**config.mk**
```make
export PLATFORM = sky130hd
export DESIGN_NAME = pkt_sf_buffer
export DESIGN_NICKNAME = d
export VERILOG_FILES = /design/src/rtl/pkt_buf_pkg.sv /design/src/rtl/pkt_buf_ram.sv /design/src/rtl/pkt_sf_buffer.sv
export SDC_FILE = /design/constraint.sdc
export NUM_CORES = 1
export LEC_CHECK = 0
export CAP_MARGIN = 40
export CORE_ASPECT_RATIO = 0.7
export CORE_MARGIN = 2
export CORE_UTILIZATION = 35
export DETAILED_ROUTE_END_ITERATION = 12
export PLACE_DENSITY = 0.59
export SLEW_MARGIN = 10
export SYNTH_ARGS = -nofsm -noshare
export SYNTH_HDL_FRONTEND = slang
export SYNTH_SLANG_ARGS = --single-unit
export TNS_END_PERCENT = 100
```
**constraint.sdc**
```tcl
create_clock -name clk -period 5 [get_ports clk]
set_clock_uncertainty 0.2 [all_clocks]
set_input_delay 1.25 -clock clk [delete_from_list [all_inputs] [get_ports clk]]
set_output_delay 1.25 -clock clk [all_outputs]
set_load 0.01 [all_outputs]
```
**src/rtl/pkt_buf_pkg.sv**
```systemverilog
// Shared definitions for the store-and-forward packet buffer.
package pkt_buf_pkg;

  localparam int unsigned PKT_BUF_DEPTH = 64;
  localparam int unsigned PKT_BUF_DW    = 8;

  typedef enum logic [1:0] {
    IDLE   = 2'd0,
    IN_PKT = 2'd1,
    DROP   = 2'd2
  } wr_state_e;

endpackage : pkt_buf_pkg

```
**src/rtl/pkt_buf_ram.sv**
```systemverilog
// Packet store: flop array with one synchronous write port and one async read port.
module pkt_buf_ram #(
  parameter int unsigned DEPTH = 64,
  parameter int unsigned WIDTH = 9
) (
  input  logic                     clk,
  input  logic                     i_we,
  input  logic [$clog2(DEPTH)-1:0] i_waddr,
  input  logic [WIDTH-1:0]         i_wdata,
  input  logic [$clog2(DEPTH)-1:0] i_raddr,
  output logic [WIDTH-1:0]         o_rdata
);

  logic [WIDTH-1:0] r_mem [DEPTH];

  always_ff @(posedge clk) begin
    if (i_we) begin
      r_mem[i_waddr] <= i_wdata;
    end
  end

  assign o_rdata = r_mem[i_raddr];

endmodule : pkt_buf_ram

```
**src/rtl/pkt_sf_buffer.sv**
```systemverilog
// Store-and-forward packet buffer: bytes become readable only once their packet's eop is written;
// incomplete or oversize packets are rolled back to the last commit point and counted as drops.
module pkt_sf_buffer
  import pkt_buf_pkg::*;
#(
  parameter int unsigned DEPTH = PKT_BUF_DEPTH,
  parameter int unsigned DW    = PKT_BUF_DW
) (
  input  logic                   clk,
  input  logic                   rst_n,
  input  logic                   w_valid,
  input  logic [DW-1:0]          w_data,
  input  logic                   w_sop,
  input  logic                   w_eop,
  output logic                   w_ready,
  output logic                   r_valid,
  output logic [DW-1:0]          r_data,
  output logic                   r_sop,
  output logic                   r_eop,
  input  logic                   r_ready,
  output logic [$clog2(DEPTH):0] pkt_count,
  output logic [15:0]            drop_count
);

  localparam int unsigned AW = $clog2(DEPTH);
  localparam int unsigned PW = AW + 1;
  localparam int unsigned EW = DW + 1;

  wr_state_e       r_state;
  wr_state_e       w_state_nxt;
  logic [PW-1:0]   r_wr_ptr;
  logic [PW-1:0]   r_cm_ptr;
  logic [PW-1:0]   r_rd_ptr;
  logic [PW-1:0]   r_pkt_cnt;
  logic [15:0]     r_drop_cnt;
  logic            r_first;

  logic [PW-1:0]   w_occ;
  logic            w_full;
  logic            w_stall;
  logic            w_wr_fire;
  logic            w_rd_fire;
  logic            w_we;
  logic            w_rollback;
  logic            w_commit;
  logic            w_drop;
  logic [PW-1:0]   w_waddr;
  logic [EW-1:0]   w_rd_entry;
  logic            w_rd_eop_fire;

  // Occupancy includes the uncommitted tail of the packet being written
  assign w_occ     = r_wr_ptr - r_rd_ptr;
  assign w_full    = (w_occ == PW'(DEPTH));
  assign w_stall   = w_full && (r_pkt_cnt != '0);
  assign w_ready   = ((r_state == IN_PKT) || w_sop) ? !w_stall : 1'b1;
  assign w_wr_fire = w_valid && w_ready;
  assign w_waddr   = w_rollback ? r_cm_ptr : r_wr_ptr;

  always_ff @(posedge clk or negedge rst_n) begin
    if (!rst_n) begin
      r_state <= IDLE;
    end else begin
      r_state <= w_state_nxt;
    end
  end

  always_comb begin
    w_state_nxt = r_state;
    w_we        = 1'b0;
    w_rollback  = 1'b0;
    w_commit    = 1'b0;
    w_drop      = 1'b0;
    if (w_wr_fire) begin
      case (r_state)
        IDLE, DROP: begin
          if (w_sop) begin
            w_we        = 1'b1;
            w_commit    = w_eop;
            w_state_nxt = w_eop ? IDLE : IN_PKT;
          end else if (w_eop) begin
            w_state_nxt = IDLE;
          end
        end
        IN_PKT: begin
          if (w_sop) begin
            w_rollback  = 1'b1;
            w_drop      = 1'b1;
            w_we        = 1'b1;
            w_commit    = w_eop;
            w_state_nxt = w_eop ? IDLE : IN_PKT;
          end else if (w_full) begin
            // Oversize packet: nothing committed can drain, so abandon it
            w_rollback  = 1'b1;
            w_drop      = 1'b1;
            w_state_nxt = w_eop ? IDLE : DROP;
          end else begin
            w_we        = 1'b1;
            w_commit    = w_eop;
            w_state_nxt = w_eop ? IDLE : IN_PKT;
          end
        end
        default: w_state_nxt = IDLE;
      endcase
    end
  end

  assign w_rd_fire     = r_valid && r_ready;
  assign w_rd_eop_fire = w_rd_fire && w_rd_entry[DW];

  always_ff @(posedge clk or negedge rst_n) begin
    if (!rst_n) begin
      r_wr_ptr   <= '0;
      r_cm_ptr   <= '0;
      r_rd_ptr   <= '0;
      r_pkt_cnt  <= '0;
      r_drop_cnt <= '0;
      r_first    <= 1'b1;
    end else begin
      if (w_we) begin
        r_wr_ptr <= w_waddr + PW'(1);
      end else if (w_rollback) begin
        r_wr_ptr <= r_cm_ptr;
      end
      if (w_commit) begin
        r_cm_ptr <= w_waddr + PW'(1);
      end
      if (w_rd_fire) begin
        r_rd_ptr <= r_rd_ptr + PW'(1);
        r_first  <= w_rd_entry[DW];
      end
      case ({w_commit, w_rd_eop_fire})
        2'b10:   r_pkt_cnt <= r_pkt_cnt + PW'(1);
        2'b01:   r_pkt_cnt <= r_pkt_cnt - PW'(1);
        default: r_pkt_cnt <= r_pkt_cnt;
      endcase
      if (w_drop && (r_drop_cnt != 16'hFFFF)) begin
        r_drop_cnt <= r_drop_cnt + 16'd1;
      end
    end
  end

  pkt_buf_ram #(
    .DEPTH (DEPTH),
    .WIDTH (EW)
  ) u_ram (
    .clk     (clk),
    .i_we    (w_we),
    .i_waddr (w_waddr[AW-1:0]),
    .i_wdata ({w_eop, w_data}),
    .i_raddr (r_rd_ptr[AW-1:0]),
    .o_rdata (w_rd_entry)
  );

  // Read side presents the head entry directly; sop is rebuilt from the previous eop
  assign r_valid    = (r_pkt_cnt != '0);
  assign r_data     = r_valid ? w_rd_entry[DW-1:0] : '0;
  assign r_eop      = r_valid && w_rd_entry[DW];
  assign r_sop      = r_valid && r_first;
  assign pkt_count  = r_pkt_cnt;
  assign drop_count = r_drop_cnt;

endmodule : pkt_sf_buffer

```
==> impl_metrics.json <==
{
  "place_congestion": 0.8156,
  "max_slew_margin_pct": 37.60,
  "post_drt_via_cell_ratio": 5.413,
  "die_area_um2": 75200,
  "wl_per_cell_um": 26.25,
  "syn_nets": 1268,
  "synth-seq-cells": 623,
  "reg2reg_to": "pkt_count[6]$_DFFE_PN0P_",
  "fillers": 6112,
  "r2r_slack_ps": 140,
  "synthArstFlopShare_pct": 7.544,
  "whs_ps": 291.4,
  "worst-r2r-cell-count": 16,
  "cts_buffers": 61,
  "drc": 0,
  "grtUsageTotal_pct": 17.25,
  "h-tree-depth": 2,
  "grt_max_degree": 68,
  "critPathMaxFanout": 8,
  "max_slew.worst_pin.slew_ps": 935.9,
  "synth_seq_area_share_pct": 72.32,
  "synth_top_area_share_pct": 67.71,
  "wirelength_um": 64710,
  "synth.cells.most_frequent": "edfxtp_1, mux4_2, nor4_1, dfrtp_1, clkbuf_1",
  "cap_violations": 0,
  "multi_input_area_um2": 6963,
  "final_antenna_net_count": 0,
  "path_clk_slew_ps": 60,
  "cp-start-kind": "flop",
  "hold_buffers": 0,
  "p_per_area_nw_per_um2": 575.1,
  "drive_gt1_share_pct": 37.38,
  "syn_area_um2": 25550,
  "hold_viol": 0,
  "synth_largest_area_cell": "edfxtp_1",
  "synth_edf_count": 576,
  "yosysUniqueCellTypes": 66,
  "die_x_um": 326.9,
  "gr-total-overflow": 0,
  "p_leak_nw": 10.16,
  "cts.sink_count": 623,
  "min_path_type": "flop to flop",
  "ys.flop_type": "edfxtp_1",
  "maxSlewViolCount": 0,
  "design_area_um2": 31100,
  "placed_area_um2": 28260,
  "antenna_found_initial": 3,
  "cp_data_required_time_ps": 3550,
  "power_mw": 17.88,
  "synthCells": 1238,
  "vias": 13340,
  "cts_tree": "built",
  "worstSetupPathType": "flop to output port",
  "end_kind": "output port",
  "register_area_um2": 18480,
  "start_util_pct": 35.52,
  "clkLatencyLatePin_ps": 620,
  "avgSynthCellArea_um2": 20.63,
  "ir_drop_v": 0.0003776,
  "core_um2": 71920,
  "dr.pass1.iters": 5,
  "fp.dieH_um": 230.0,
  "cts-root-buf": "clkbuf_16",
  "hpwl_um": 40110,
  "io_buffers": 48,
  "drt-initial-drc-count": 1549,
  "area_growth_pct": 21.73,
  "status": "complete, no violations",
  "synthTopCellsByArea": "edfxtp_1, mux4_2, dfrtp_1",
  "clockBufferDepth": 3,
  "worst_ep_arrival_time_ps": 3510,
  "hold-path-cell-count": 1,
  "ioPinCount": 49,
  "synth.most_common_cell": "edfxtp_1",
  "synth_warnings": 0,
  "min_period_over_period_pct": 99.22,
  "grt_pass1_wl_um": 94960,
  "setup_viol": 0,
  "fin_crit_ps": 4961,
  "fmaxAchievable_mhz": 201.6,
  "first_global_vias": 13430,
  "min_to": "drop_count[10]$_DFFE_PN0P_",
  "num_rows": 82,
  "reg2reg_from": "r_rd_ptr[0]$_DFFE_PN0P_",
  "hold_start": "drop_count[10]$_DFFE_PN0P_",
  "finalNetCount": 1480
}
-- stage by stage --
| stage | cells | util (%) | setup slack, ps | setup TNS (ps) |
|---|---|---|---|---|
| 2_1_floorplan | 1238 | - | 94.53 | 0 |
| 3_3_place_gp | 2300 | 39.17 | -37.20 | -37.20 |
| 3_5_place_dp | 2305 | 39.30 | 81.30 | 0 |
| 4_1_cts | 2461 | 43.17 | -1.347 | -1.347 |
| 5_1_grt | 2464 | 43.23 | -0.9830 | -0.9830 |
| 6_report | 2465 | 43.24 | 39.12 | 0 |
-- layout make-up --
class                   count  area share (%)
repair buffers            218           7.270
multi-input cells         524           22.39
inverters                  22          0.2656
diodes                      1        0.008047
well taps                 966           3.887
clock inverters            39           1.702
clock buffers              72           5.041
flip-flops and latches    623           59.44
-- cells in the final DEF (no fill, tap or decap), drive strengths merged, types with 21 or more instances in the layout --
cell           netlist  final
edfxtp             576    576
mux4               189    189
buf                 39    187
clkbuf              30     73
nor4                57     57
dfrtp               46     46
clkdlybuf4s50        0     29
nand2               26     26
inv                 22     25
nor2                24     24
clkinv               0     23
nor3                21     21
-- worst max-delay path by stage --
stage | from | to | slack (ps) | cells past startpoint
after global routing | r_rd_ptr[0]$_DFFE_PN0P_ | r_data[0] | -1 | 8
after detailed placement | r_rd_ptr[0]$_DFFE_PN0P_ | pkt_count[6]$_DFFE_PN0P_ | 80 | 14
after floorplan | r_rd_ptr[4]$_DFFE_PN0P_ | u_ram.r_mem[12][0]$_DFFE_PP_ | 90 | 11
after global placement | r_rd_ptr[0]$_DFFE_PN0P_ | pkt_count[6]$_DFFE_PN0P_ | -40 | 14
after CTS | r_rd_ptr[0]$_DFFE_PN0P_ | r_data[6] | -1 | 7
final | r_rd_ptr[0]$_DFFE_PN0P_ | r_data[5] | 40 | 8
-- cells by family (layout without fill, tap and decap cells) --
family | Yosys count | count (layout) | share of synthesized area (%)
XOR/XNOR | 36 | 36 | 1.264
AO/OA/AOI/OAI | 82 | 82 | 2.449
adder cells (fa/ha/maj) | 16 | 16 | 0.8131
other | 0 | 1 | 0
flip-flops | 623 | 623 | 72.32
multiplexers | 198 | 198 | 17.06
AND/OR/NAND/NOR | 192 | 192 | 4.496
buffers and inverters | 91 | 351 | 1.597
-- report_power, final --
group / leakage, nW / total, mW / switching (mW) / internal, mW
Combinational: 3.38 / 6.80 / 3.46 / 3.34
Clock: 1.02 / 4.88 / 1.98 / 2.90
Sequential: 5.76 / 6.20 / 0.218 / 5.99
-- critical path, stage by stage, from the launching register on --
cell,delay [ps]
dfrtp_4,470
buf_12,170
buf_16,150
buf_12,110
mux4_2,530
mux4_2,590
mux4_2,520
and2_4,180
buf_2,130
-- metal layers --
layer	global-route usage [%]	share of wire, %
met1	26.27	46
met2	24.27	43
met3	4.702	9.3
met4	4.515	2.3
met5	0	0
-- flip-flops by register name (all words and copies together) (netlist names) --
name / flops
u_ram.r_mem: 576
drop_count: 16
pkt_count: 7
r_cm_ptr: 7
r_rd_ptr: 7
r_wr_ptr: 7
r_state: 2
r_first: 1
-- repair_timing --
action / 4_1_cts / 5_1_grt
endpoints found under the setup margin: 9 / 7
cloned: 6 / 0
buffers inserted: 39 / 3
resized for setup: 79 / 6
pin swaps: 0 / 2
Note: power is estimated with default switching activity, not from simulation.
